[config.mk]
export PLATFORM = sky130hd
export DESIGN_NAME = pma_dyn
export DESIGN_NICKNAME = d
export VERILOG_FILES = /design/src/rtl/pma_dyn_pkg.sv /design/src/rtl/pma_dyn.sv
export SDC_FILE = /design/constraint.sdc
export NUM_CORES = 1
export LEC_CHECK = 0
export CAP_MARGIN = 10
export CORE_AREA = 2 2 180 182
export DETAILED_ROUTE_END_ITERATION = 8
export DIE_AREA = 0 0 182 184
export GPL_TIMING_DRIVEN = 0
export PLACE_DENSITY = 0.76
export SLEW_MARGIN = 0
export SYNTH_ARGS = -nofsm -noshare
export SYNTH_HDL_FRONTEND = slang
export SYNTH_SLANG_ARGS = --single-unit
[constraint.sdc]
create_clock -name s_clk_i -period 5.9 [get_ports s_clk_i]
set_clock_uncertainty 0.1 [all_clocks]
set_input_delay 1.18 -clock s_clk_i [delete_from_list [all_inputs] [get_ports s_clk_i]]
set_output_delay 1.18 -clock s_clk_i [all_outputs]
set_load 0.1 [all_outputs]
[src/rtl/pma_dyn_pkg.sv]
// Shared types for the runtime-programmable PMA checker: region payload and reset default.
package pma_dyn_pkg;

  typedef struct packed {
    logic [31:0] base;
    logic [31:0] mask;
    logic        executable;
    logic        read_only;
    logic        idempotent;
  } pma_cfg_t;

  localparam pma_cfg_t PMA_DEFAULT = '{
    base:       32'h0000_0000,
    mask:       32'hFFFF_0000,
    executable: 1'b1,
    read_only:  1'b0,
    idempotent: 1'b1
  };

endpackage

[src/rtl/pma_dyn.sv]
// Runtime-programmable PMA checker: priority-encoded lockable regions, per-channel 1-cycle check pipeline.
// Optional first-violation log enabled by defining PMA_VIOLATION_LOG_EN.
module pma_dyn
  import pma_dyn_pkg::*;
#(
  parameter int unsigned                PMA_REGIONS = 4,
  parameter int unsigned                PMA_ALIGN   = 10,
  parameter int unsigned                CHANNELS    = 2,
  parameter logic [CHANNELS-1:0]        FETCH_MASK  = CHANNELS'(2'b01),
  parameter int unsigned                CNT_WIDTH   = 16,
  parameter pma_cfg_t [PMA_REGIONS-1:0] PMA_CFG     = {PMA_REGIONS{PMA_DEFAULT}},
  localparam int unsigned IDX_W = (PMA_REGIONS > 1) ? $clog2(PMA_REGIONS) : 1,
  localparam int unsigned CH_W  = (CHANNELS > 1) ? $clog2(CHANNELS) : 1
) (
  input  logic                   s_clk_i,
  input  logic                   s_reset_i,
  input  logic                   s_cfg_we_i,
  input  logic [IDX_W-1:0]       s_cfg_idx_i,
  input  logic [1:0]             s_cfg_sel_i,
  input  logic [31:0]            s_cfg_wdata_i,
  output logic [31:0]            s_cfg_rdata_o,
  input  logic [CHANNELS-1:0]    s_req_valid_i,
  output logic [CHANNELS-1:0]    s_req_ready_o,
  input  logic [CHANNELS*32-1:0] s_req_addr_i,
  input  logic [CHANNELS-1:0]    s_req_write_i,
  output logic [CHANNELS-1:0]    s_rsp_valid_o,
  input  logic [CHANNELS-1:0]    s_rsp_ready_i,
  output logic [CHANNELS-1:0]    s_rsp_violation_o,
  output logic [CHANNELS-1:0]    s_rsp_idempotent_o,
  output logic [CNT_WIDTH-1:0]   s_viol_cnt_o,
  input  logic                   s_viol_cnt_clr_i
`ifdef PMA_VIOLATION_LOG_EN
  ,
  output logic [31:0]            s_viol_addr_o,
  output logic [CH_W-1:0]        s_viol_ch_o,
  output logic                   s_viol_vld_o
`endif
);

  localparam int unsigned          SUM_W      = CNT_WIDTH + $clog2(CHANNELS + 1);
  localparam logic [31:0]          ALIGN_MASK = ~((32'd1 << PMA_ALIGN) - 32'd1);
  localparam logic [CNT_WIDTH-1:0] CNT_MAX    = '1;

  logic [31:0]            r_base [PMA_REGIONS];
  logic [31:0]            r_mask [PMA_REGIONS];
  logic [PMA_REGIONS-1:0] r_exec, r_ro, r_idem, r_valid, r_lock;
  logic [PMA_REGIONS-1:0] w_idx_dec;

  logic [CHANNELS-1:0]    r_rsp_valid, r_rsp_viol, r_rsp_idem;
  logic [CHANNELS-1:0]    w_acc, w_hit, w_exec, w_ro, w_idem, w_viol;
  logic [CNT_WIDTH-1:0]   r_cnt;
  logic [SUM_W-1:0]       w_nviol, w_sum;

  // Region index decode; indices beyond PMA_REGIONS select nothing.
  always_comb begin
    w_idx_dec = '0;
    for (int i = 0; i < PMA_REGIONS; i++) w_idx_dec[i] = (s_cfg_idx_i == IDX_W'(i));
  end

  always_comb begin
    s_cfg_rdata_o = '0;
    for (int i = 0; i < PMA_REGIONS; i++) begin
      if (w_idx_dec[i]) begin
        case (s_cfg_sel_i)
          2'd0:    s_cfg_rdata_o = r_base[i];
          2'd1:    s_cfg_rdata_o = r_mask[i];
          2'd2:    s_cfg_rdata_o = {24'd0, r_lock[i], 3'd0, r_valid[i], r_idem[i], r_ro[i], r_exec[i]};
          default: s_cfg_rdata_o = '0;
        endcase
      end
    end
  end

  // Region registers; a locked region ignores every field until reset.
  always_ff @(posedge s_clk_i) begin
    if (s_reset_i) begin
      for (int i = 0; i < PMA_REGIONS; i++) begin
        r_base[i]  <= PMA_CFG[i].base;
        r_mask[i]  <= PMA_CFG[i].mask;
        r_exec[i]  <= PMA_CFG[i].executable;
        r_ro[i]    <= PMA_CFG[i].read_only;
        r_idem[i]  <= PMA_CFG[i].idempotent;
        r_valid[i] <= 1'b1;
        r_lock[i]  <= 1'b0;
      end
    end else if (s_cfg_we_i) begin
      for (int i = 0; i < PMA_REGIONS; i++) begin
        if (w_idx_dec[i] && !r_lock[i]) begin
          case (s_cfg_sel_i)
            2'd0: r_base[i] <= s_cfg_wdata_i;
            2'd1: r_mask[i] <= s_cfg_wdata_i;
            2'd2: begin
              r_exec[i]  <= s_cfg_wdata_i[0];
              r_ro[i]    <= s_cfg_wdata_i[1];
              r_idem[i]  <= s_cfg_wdata_i[2];
              r_valid[i] <= s_cfg_wdata_i[3];
              r_lock[i]  <= s_cfg_wdata_i[7];
            end
            default: ;
          endcase
        end
      end
    end
  end

  // Attribute lookup: scanning high to low leaves the lowest-index hit in place.
  always_comb begin
    w_hit  = '0;
    w_exec = '0;
    w_ro   = '0;
    w_idem = '0;
    w_viol = '0;
    for (int c = 0; c < CHANNELS; c++) begin
      for (int i = int'(PMA_REGIONS) - 1; i >= 0; i--) begin
        if (r_valid[i] && ((s_req_addr_i[c*32 +: 32] & r_mask[i] & ALIGN_MASK) ==
                           (r_base[i] & ALIGN_MASK))) begin
          w_hit[c]  = 1'b1;
          w_exec[c] = r_exec[i];
          w_ro[c]   = r_ro[i];
          w_idem[c] = r_idem[i];
        end
      end
      w_viol[c] = !w_hit[c] || (FETCH_MASK[c] ? !w_exec[c] : (s_req_write_i[c] && w_ro[c]));
    end
  end

  assign s_req_ready_o = ~r_rsp_valid | s_rsp_ready_i;
  assign w_acc         = s_req_valid_i & s_req_ready_o;

  always_ff @(posedge s_clk_i) begin
    if (s_reset_i) begin
      r_rsp_valid <= '0;
      r_rsp_viol  <= '0;
      r_rsp_idem  <= '0;
    end else begin
      for (int c = 0; c < CHANNELS; c++) begin
        if (w_acc[c]) begin
          r_rsp_valid[c] <= 1'b1;
          r_rsp_viol[c]  <= w_viol[c];
          r_rsp_idem[c]  <= w_idem[c];
        end else if (s_rsp_ready_i[c]) begin
          r_rsp_valid[c] <= 1'b0;
        end
      end
    end
  end

  // Violations are counted once, when the response is created.
  always_comb begin
    w_nviol = '0;
    for (int c = 0; c < CHANNELS; c++) w_nviol = w_nviol + SUM_W'(w_acc[c] & w_viol[c]);
    w_sum = SUM_W'(r_cnt) + w_nviol;
  end

  always_ff @(posedge s_clk_i) begin
    if (s_reset_i || s_viol_cnt_clr_i) r_cnt <= '0;
    else if (w_sum > SUM_W'(CNT_MAX))  r_cnt <= CNT_MAX;
    else                               r_cnt <= w_sum[CNT_WIDTH-1:0];
  end

  assign s_rsp_valid_o      = r_rsp_valid;
  assign s_rsp_violation_o  = r_rsp_viol;
  assign s_rsp_idempotent_o = r_rsp_idem;
  assign s_viol_cnt_o       = r_cnt;

`ifdef PMA_VIOLATION_LOG_EN
  logic [31:0]     r_log_addr, w_log_addr;
  logic [CH_W-1:0] r_log_ch, w_log_ch;
  logic            r_log_vld, w_log_any;

  // Lowest violating channel this cycle; captured only while the log is empty.
  always_comb begin
    w_log_any  = |(w_acc & w_viol);
    w_log_ch   = '0;
    w_log_addr = '0;
    for (int c = int'(CHANNELS) - 1; c >= 0; c--) begin
      if (w_acc[c] && w_viol[c]) begin
        w_log_ch   = CH_W'(c);
        w_log_addr = s_req_addr_i[c*32 +: 32];
      end
    end
  end

  always_ff @(posedge s_clk_i) begin
    if (s_reset_i || s_viol_cnt_clr_i) begin
      r_log_vld  <= 1'b0;
      r_log_addr <= '0;
      r_log_ch   <= '0;
    end else if (!r_log_vld && w_log_any) begin
      r_log_vld  <= 1'b1;
      r_log_addr <= w_log_addr;
      r_log_ch   <= w_log_ch;
    end
  end

  assign s_viol_addr_o = r_log_addr;
  assign s_viol_ch_o   = r_log_ch;
  assign s_viol_vld_o  = r_log_vld;
`endif

endmodule

# After elaboration in Yosys (flattened, before gate mapping)
# Memory sizes are Yosys's and may differ from the RTL's.
# Index checks and enable logic that the tools add are counted.
[totals]
register_bits = 42
ramBits = 256
input_bits = 110
n_memories = 2
[memory_table]
columns = ["memory", "depth", "word_bits", "rd", "rd_ports_with_merged_regs", "write_ports", "line", "text"]
rows = [
  ["r_base", 4, 32, 4, 0, 4, "pma_dyn.sv:44", "logic [31:0] r_base [PMA_REGIONS];"],
  ["r_mask", 4, 32, 4, 0, 4, "pma_dyn.sv:45", "logic [31:0] r_mask [PMA_REGIONS];"],
]
[classes]
addsub = 2
order_cmp = 1
n_eq_ne = 13
mux = 81
bitwise = 21
reduce_logical = 31
[ops]
columns = ["op", "n"]
rows = [
  ["32-bit 2-to-1 mux", 12],
  ["32-bit case mux with 3 select lines", 4],
  ["32-bit bitwise AND", 8],
  ["22-bit equality test", 8],
  ["1-bit 2-to-1 mux", 64],
  ["16-bit by 2-bit adder with 17-bit output", 1],
  ["17-bit by 16-bit greater-than comparator with 1-bit output (second input constant)", 1],
  ["16-bit 2-to-1 mux", 1],
  ["1-bit logical AND", 13],
  ["3-bit AND reduction", 4],
  ["1-bit OR", 8],
  ["1-bit logical NOT", 7],
  ["2-bit equality test (second input constant)", 3],
  ["2-bit by 1-bit equality test with 1-bit output (second input constant)", 2],
  ["2-bit logical NOT", 2],
  ["2-bit nonzero test", 2],
  ["1-bit logical OR", 3],
  ["1-bit by 1-bit adder with 2-bit output", 1],
  ["1-bit bitwise AND", 2],
  ["2-bit bitwise AND", 1],
  ["2-bit inverter", 1],
  ["2-bit OR", 1],
]

# Logic depth before layout (Yosys ltp)
# An unclocked memory read counts as a cell.
[depth]
word_depth = 15
depth_mapped = 15

# Least setup slack after synthesis
# OpenSTA, ideal clock, no wires.
[synth_timing]
kind = "input to output"
startpoint = "input port s_cfg_sel_i[0]"
endpoint = "output port s_cfg_rdata_o[0]"
t_arrival_ns = 4.757
path_slack_ns = -0.137
cell_stages = 7
n_path_buf = 3
path_cell_list = "clkbuf_1 -> clkbuf_1 -> clkbuf_1 -> mux2i_1 -> nor2_1 -> a21oi_1 -> o21ai_0"
[synth_between]
elab_chain_len = 6
[synth_rtl]
columns = ["element", "line", "text"]
rows = [
  ["start, declared", "pma_dyn.sv:19", "input logic [1:0] s_cfg_sel_i,"],
  ["2-bit equality test, or another cell as far along", "pma_dyn.sv:64", "case (s_cfg_sel_i)"],
  ["32-bit case mux with 3 select lines", "pma_dyn.sv:64", ""],
  ["32-bit 2-to-1 mux (3 in series)", "pma_dyn.sv:63", "if (w_idx_dec[i]) begin"],
  ["32-bit 2-to-1 mux *", "pma_dyn.sv:63", ""],
  ["end, declared", "pma_dyn.sv:21", "output logic [31:0] s_cfg_rdata_o,"],
]
# Mark *: on every way between the ends. The rest lies on a longest branch, timed or not.

# Worst setup path after layout
[layout_timing]
startpoint = "input port s_cfg_idx_i[1]"
endpoint = "output port s_cfg_rdata_o[25]"
[layout_between]
elab_chain_len = 5
[layout_rtl]
columns = ["element", "line", "text"]
rows = [
  ["start, declared", "pma_dyn.sv:18", "input logic [IDX_W-1:0] s_cfg_idx_i,"],
  ["2-bit logical NOT", "pma_dyn.sv:57", "for (int i = 0; i < PMA_REGIONS; i++) w_idx_dec[i] = (s_cfg_idx_i == IDX_W'(i));"],
  ["32-bit 2-to-1 mux (3 in series)", "pma_dyn.sv:63", ""],
  ["32-bit 2-to-1 mux *", "pma_dyn.sv:63", ""],
]
# Marks and branches as above.

==> metrics.md <==
| Metric | Value |
|---|---|
| Data arrival, critical path | `approximately 4.8 ns` |
| GRT Residual Overflow | `0` |
| Rel. slew slack | `12.1%` |
| Htree depth | `2` |
| HPWL after DPL | `51.5 mm` |
| Worst Reg-to-Reg Cells | `13` |
| Final Cycle Share | `103%` |
| Largest net degree at the start of global routing | `22` |
| Register area share after synthesis | `about half` |
| Yosys warnings | `0` |
| Maximum VDD drop | `248 uV` |
| WL/cell | `32.3 um` |
| Layout cell share with drive strength beyond 1 | `8.34%` |
| Dominant synthesized flop cell | `edfxtp_1` |
| Min cycle time layout | `a little over 6 ns` |
| Flop pwr share | `43.8%` |
| Vias in the first global route | `14400` |
| Core box area | `0.0314 mm^2` |
| Worst hold endpoint | `r_exec[2]` |
| Area contributors post-synth | `edfxtp_1 (45%), and2_1 (6.4%), dfxtp_1 (5.0%), mux2i_1 (3.9%), a21oi_1 (3.5%)` |
| Starting Density | `a little over half` |
| RSZ-0062 raised after global routing | `no` |
| Detailed-route via count | `15600` |
| Maximum clock frequency | `165 MHz` |
| Actual slew at the worst max-slew pin | `1.32 ns` |
| Post-CTS Setup Inserts | `0` |
| Fill cells | `2467` |
| Final GP Congestion | `about 1.0` |
| Ys async rst share | `0%` |
| CTS root buffer | `clkbuf_16` |
| Area grow syn2layout | `20.7%` |
| Max Buffers Root-to-Sink | `3` |
| Switching Share | `29.6%` |
| Net Sw Power | `about 0.0017 W` |
| Post-route ant nets | `0` |
| Starting DRC count in detailed routing | `2638` |
| Die height | `184 um` |
| Crit path kind | `in2out` |
| Min-delay src | `r_exec[2]` |
| Synthesized area | `0.0169 mm^2` |
| Cell Count, Final, Fillers Out | `2229` |
| Post-synth EDFFs | `256` |
| Seq cells post-synth | `298` |
| Biggest area consumer among synthesized cells | `edfxtp_1` |
| Slowest CP cell | `clkdlybuf4s15_2` |
| Cell leakage power | `approximately 7.6 nW` |
| Delay of the slowest cell on the worst path | `about 0.75 ns` |
| Setup violators final | `8` |
| Initial antenna violation count | `4` |
| Hold Path Depth | `1` |
| Final setup margin | `-0.175 ns` |
| Distinct cell type count after synthesis | `60` |
| Worst Setup SP | `s_cfg_idx_i[1]` |
| I/O pin total | `166` |
| Commonest non-fill, non-tap cell in the layout | `edfxtp_1` |
| Post-Place Worst Slack | `-1.59 ns` |
| Most frequent cells in the layout | `edfxtp_1 (256), and2_1 (174), a21oi_1 (118)` |
| CTS buffer count | `35` |
| PwrDens | `283 mW/mm^2` |
| Critical path endpoint category | `output pin` |
| Max-Cap Viols | `0` |
| First-pass GRT wire length | `101 mm` |
| Top cell type's share of synthesized area | `45.5%` |
| Placed insts | `about 2200` |
| Logic pwr share | `around 17%` |
| Num rows | `65` |
| Startpoint types | `primary input` |
| Crit Path Max Fanout | `10` |
| Post-layout nets | `1911` |
| Crit-path cells | `clkbuf_2 -> clkbuf_2 -> clkbuf_1 -> clkdlybuf4s15_2 -> a221oi_1 -> nor2_1 -> clkdlybuf4s15_2` |
| Cells after Synth | `1612` |
| GRT Util Overall | `42.8%` |
| Worst-Skew Late Latency | `0.53 ns` |
| Chip Width | `182 um` |
| Drt drc | `0` |
| Power Internal | `0.00406 W` |
| Clock sinks | `298` |
| Final hold violations | `0` |
| Reg2reg setup slack | `about 1.1 ns` |
| Hold/Removal Path Class | `reg2reg` |
| Synth Net Count | `1724` |
| Failing checks | `negative setup slack` |
| Status | `complete, but fails checks` |
| Clk slew on worst S/H paths | `around 0.060 ns` |
| Avg Cell Area, Syn | `10.5 um^2` |
| Worst R2R End | `s_viol_cnt_o[0]` |
| Post-Route WL | `72.1 mm` |
| First-pass DRT Iterations | `8` |
| Buffers added on ports | `140` |
| Slew Viols, Final | `0` |
| Critical R2R Launch | `r_base[0][27]` |
| Die area | `0.0335 mm^2` |
| CTS tree | `yes` |
| Vias/cell | `6.99` |
| Critical Path RT | `4.62 ns` |
| Clock share of power | `39.0%` |
cells by family (layout without fill, tap and decap cells):
kind of cell    count (synthesis)  count (layout)  share of synthesized area, %
compound gates                390             390                          15.2
xor+xnor                       50              50                          2.59
fa+ha+maj                       2               2                         0.192
buf+inv                        98             309                          2.18
flops                         298             298                          50.5
mux                            84              84                          6.04
other cells                     0               4                             0
simple gates                  690             690                          23.3
cells in the mapped netlist, drive strengths merged, types with 6 or more instances:
master	count
o211ai	8
clkbuf	77
a22oi	20
xnor2	10
buf	9
mux4	14
nor2b	8
o22ai	25
mux2i	66
nand2	80
a211oi	19
xor2	40
a211o	14
a21boi	30
and3	94
nor3	14
nor2	101
a21oi	119
o21ai	45
o22a	20
and3b	30
a21o	39
or4	8
nand2b	68
dfxtp	42
a221oi	14
and2	175
inv	12
nor4	34
o21bai	8
nand3b	6
o21a	10
nand4	24
nand3	28
edfxtp	256
sequential cells by signal, summed over array words and instances, names as in the netlist:
name and cells:
s_viol_cnt_o 16, r_base 128, s_rsp_idempotent_o 2, r_idem 4, s_rsp_valid_o 2, r_valid 4, r_lock 4, r_ro 4
s_rsp_violation_o 2, r_mask 128, r_exec 4
per-layer routing:
metal,vias up,GRT usage (%),share of wire (%)
met5,-,0,0.018
met1,7475,57.3,37
met3,285,10.9,14
li1,6448,-,-
met4,2,25.2,6.6
met2,1365,63.1,42
worst max-delay path, delay by kind of cell:
kind,cells,cell delay (ns)
AOI/OAI and AO/OA,1,0.29
buffers and inverters,5,3.00
and+or+nand+nor,1,0.29
layout make-up:
| type | count | area, um^2 | share of cell area, % |
|---|---|---|---|
| inverter | 12 | 45.0 | 0.221 |
| multi-input combinational | 1216 | 8120 | 39.8 |
| sequential | 298 | 8530 | 41.8 |
| buffer | 85 | 359 | 1.76 |
| antenna | 4 | 10.0 | 0.0491 |
| clock buffer | 40 | 916 | 4.49 |
| clock inverter | 21 | 259 | 1.27 |
| tap | 402 | 503 | 2.47 |
| timing repair buffer | 151 | 1660 | 8.14 |
stage by stage:
step	hold WS, ns	TNS [ns]	util, %	total power (W)	cell area (um^2)
after CTS	0.368	0	64.9	0.00571	20400
after global routing	0.405	0	65.0	0.00587	20400
after global placement	0.346	-310.01	59.9	0.00350	18800
after floorplan	0.335	0	-	0.00309	16900
after detailed placement	0.354	-40.79	60.9	0.00352	19100
final	0.367	-0.465	65.0	0.00576	20400
worst max path at each step:
stage                              endpoint  slack [ns]
after CTS                 s_cfg_rdata_o[20]        0.08
after global placement    s_cfg_rdata_o[25]       -1.70
after global routing      s_cfg_rdata_o[25]        0.01
final                     s_cfg_rdata_o[25]       -0.17
after detailed placement  s_cfg_rdata_o[25]       -1.59
after floorplan            s_cfg_rdata_o[7]        0.02
power by group through the flow:
stage | logic [W] | registers, W | clock network (W)
floorplan | 0.000543 | 0.00254 | 0
global placement | 0.000934 | 0.00256 | 0
detailed placement | 0.000967 | 0.00256 | 0
CTS | 0.000966 | 0.00251 | 0.00223
global route | 0.00102 | 0.00253 | 0.00232
finish | 0.000996 | 0.00252 | 0.00225
timing repair:
item / CTS / global route
hold buffers: 0 / 0
gates resized for setup: 110 / 3
endpoints found under the setup margin: 42 / 11
gates cloned: 0 / 0
(Power assumes the default switching activity.)
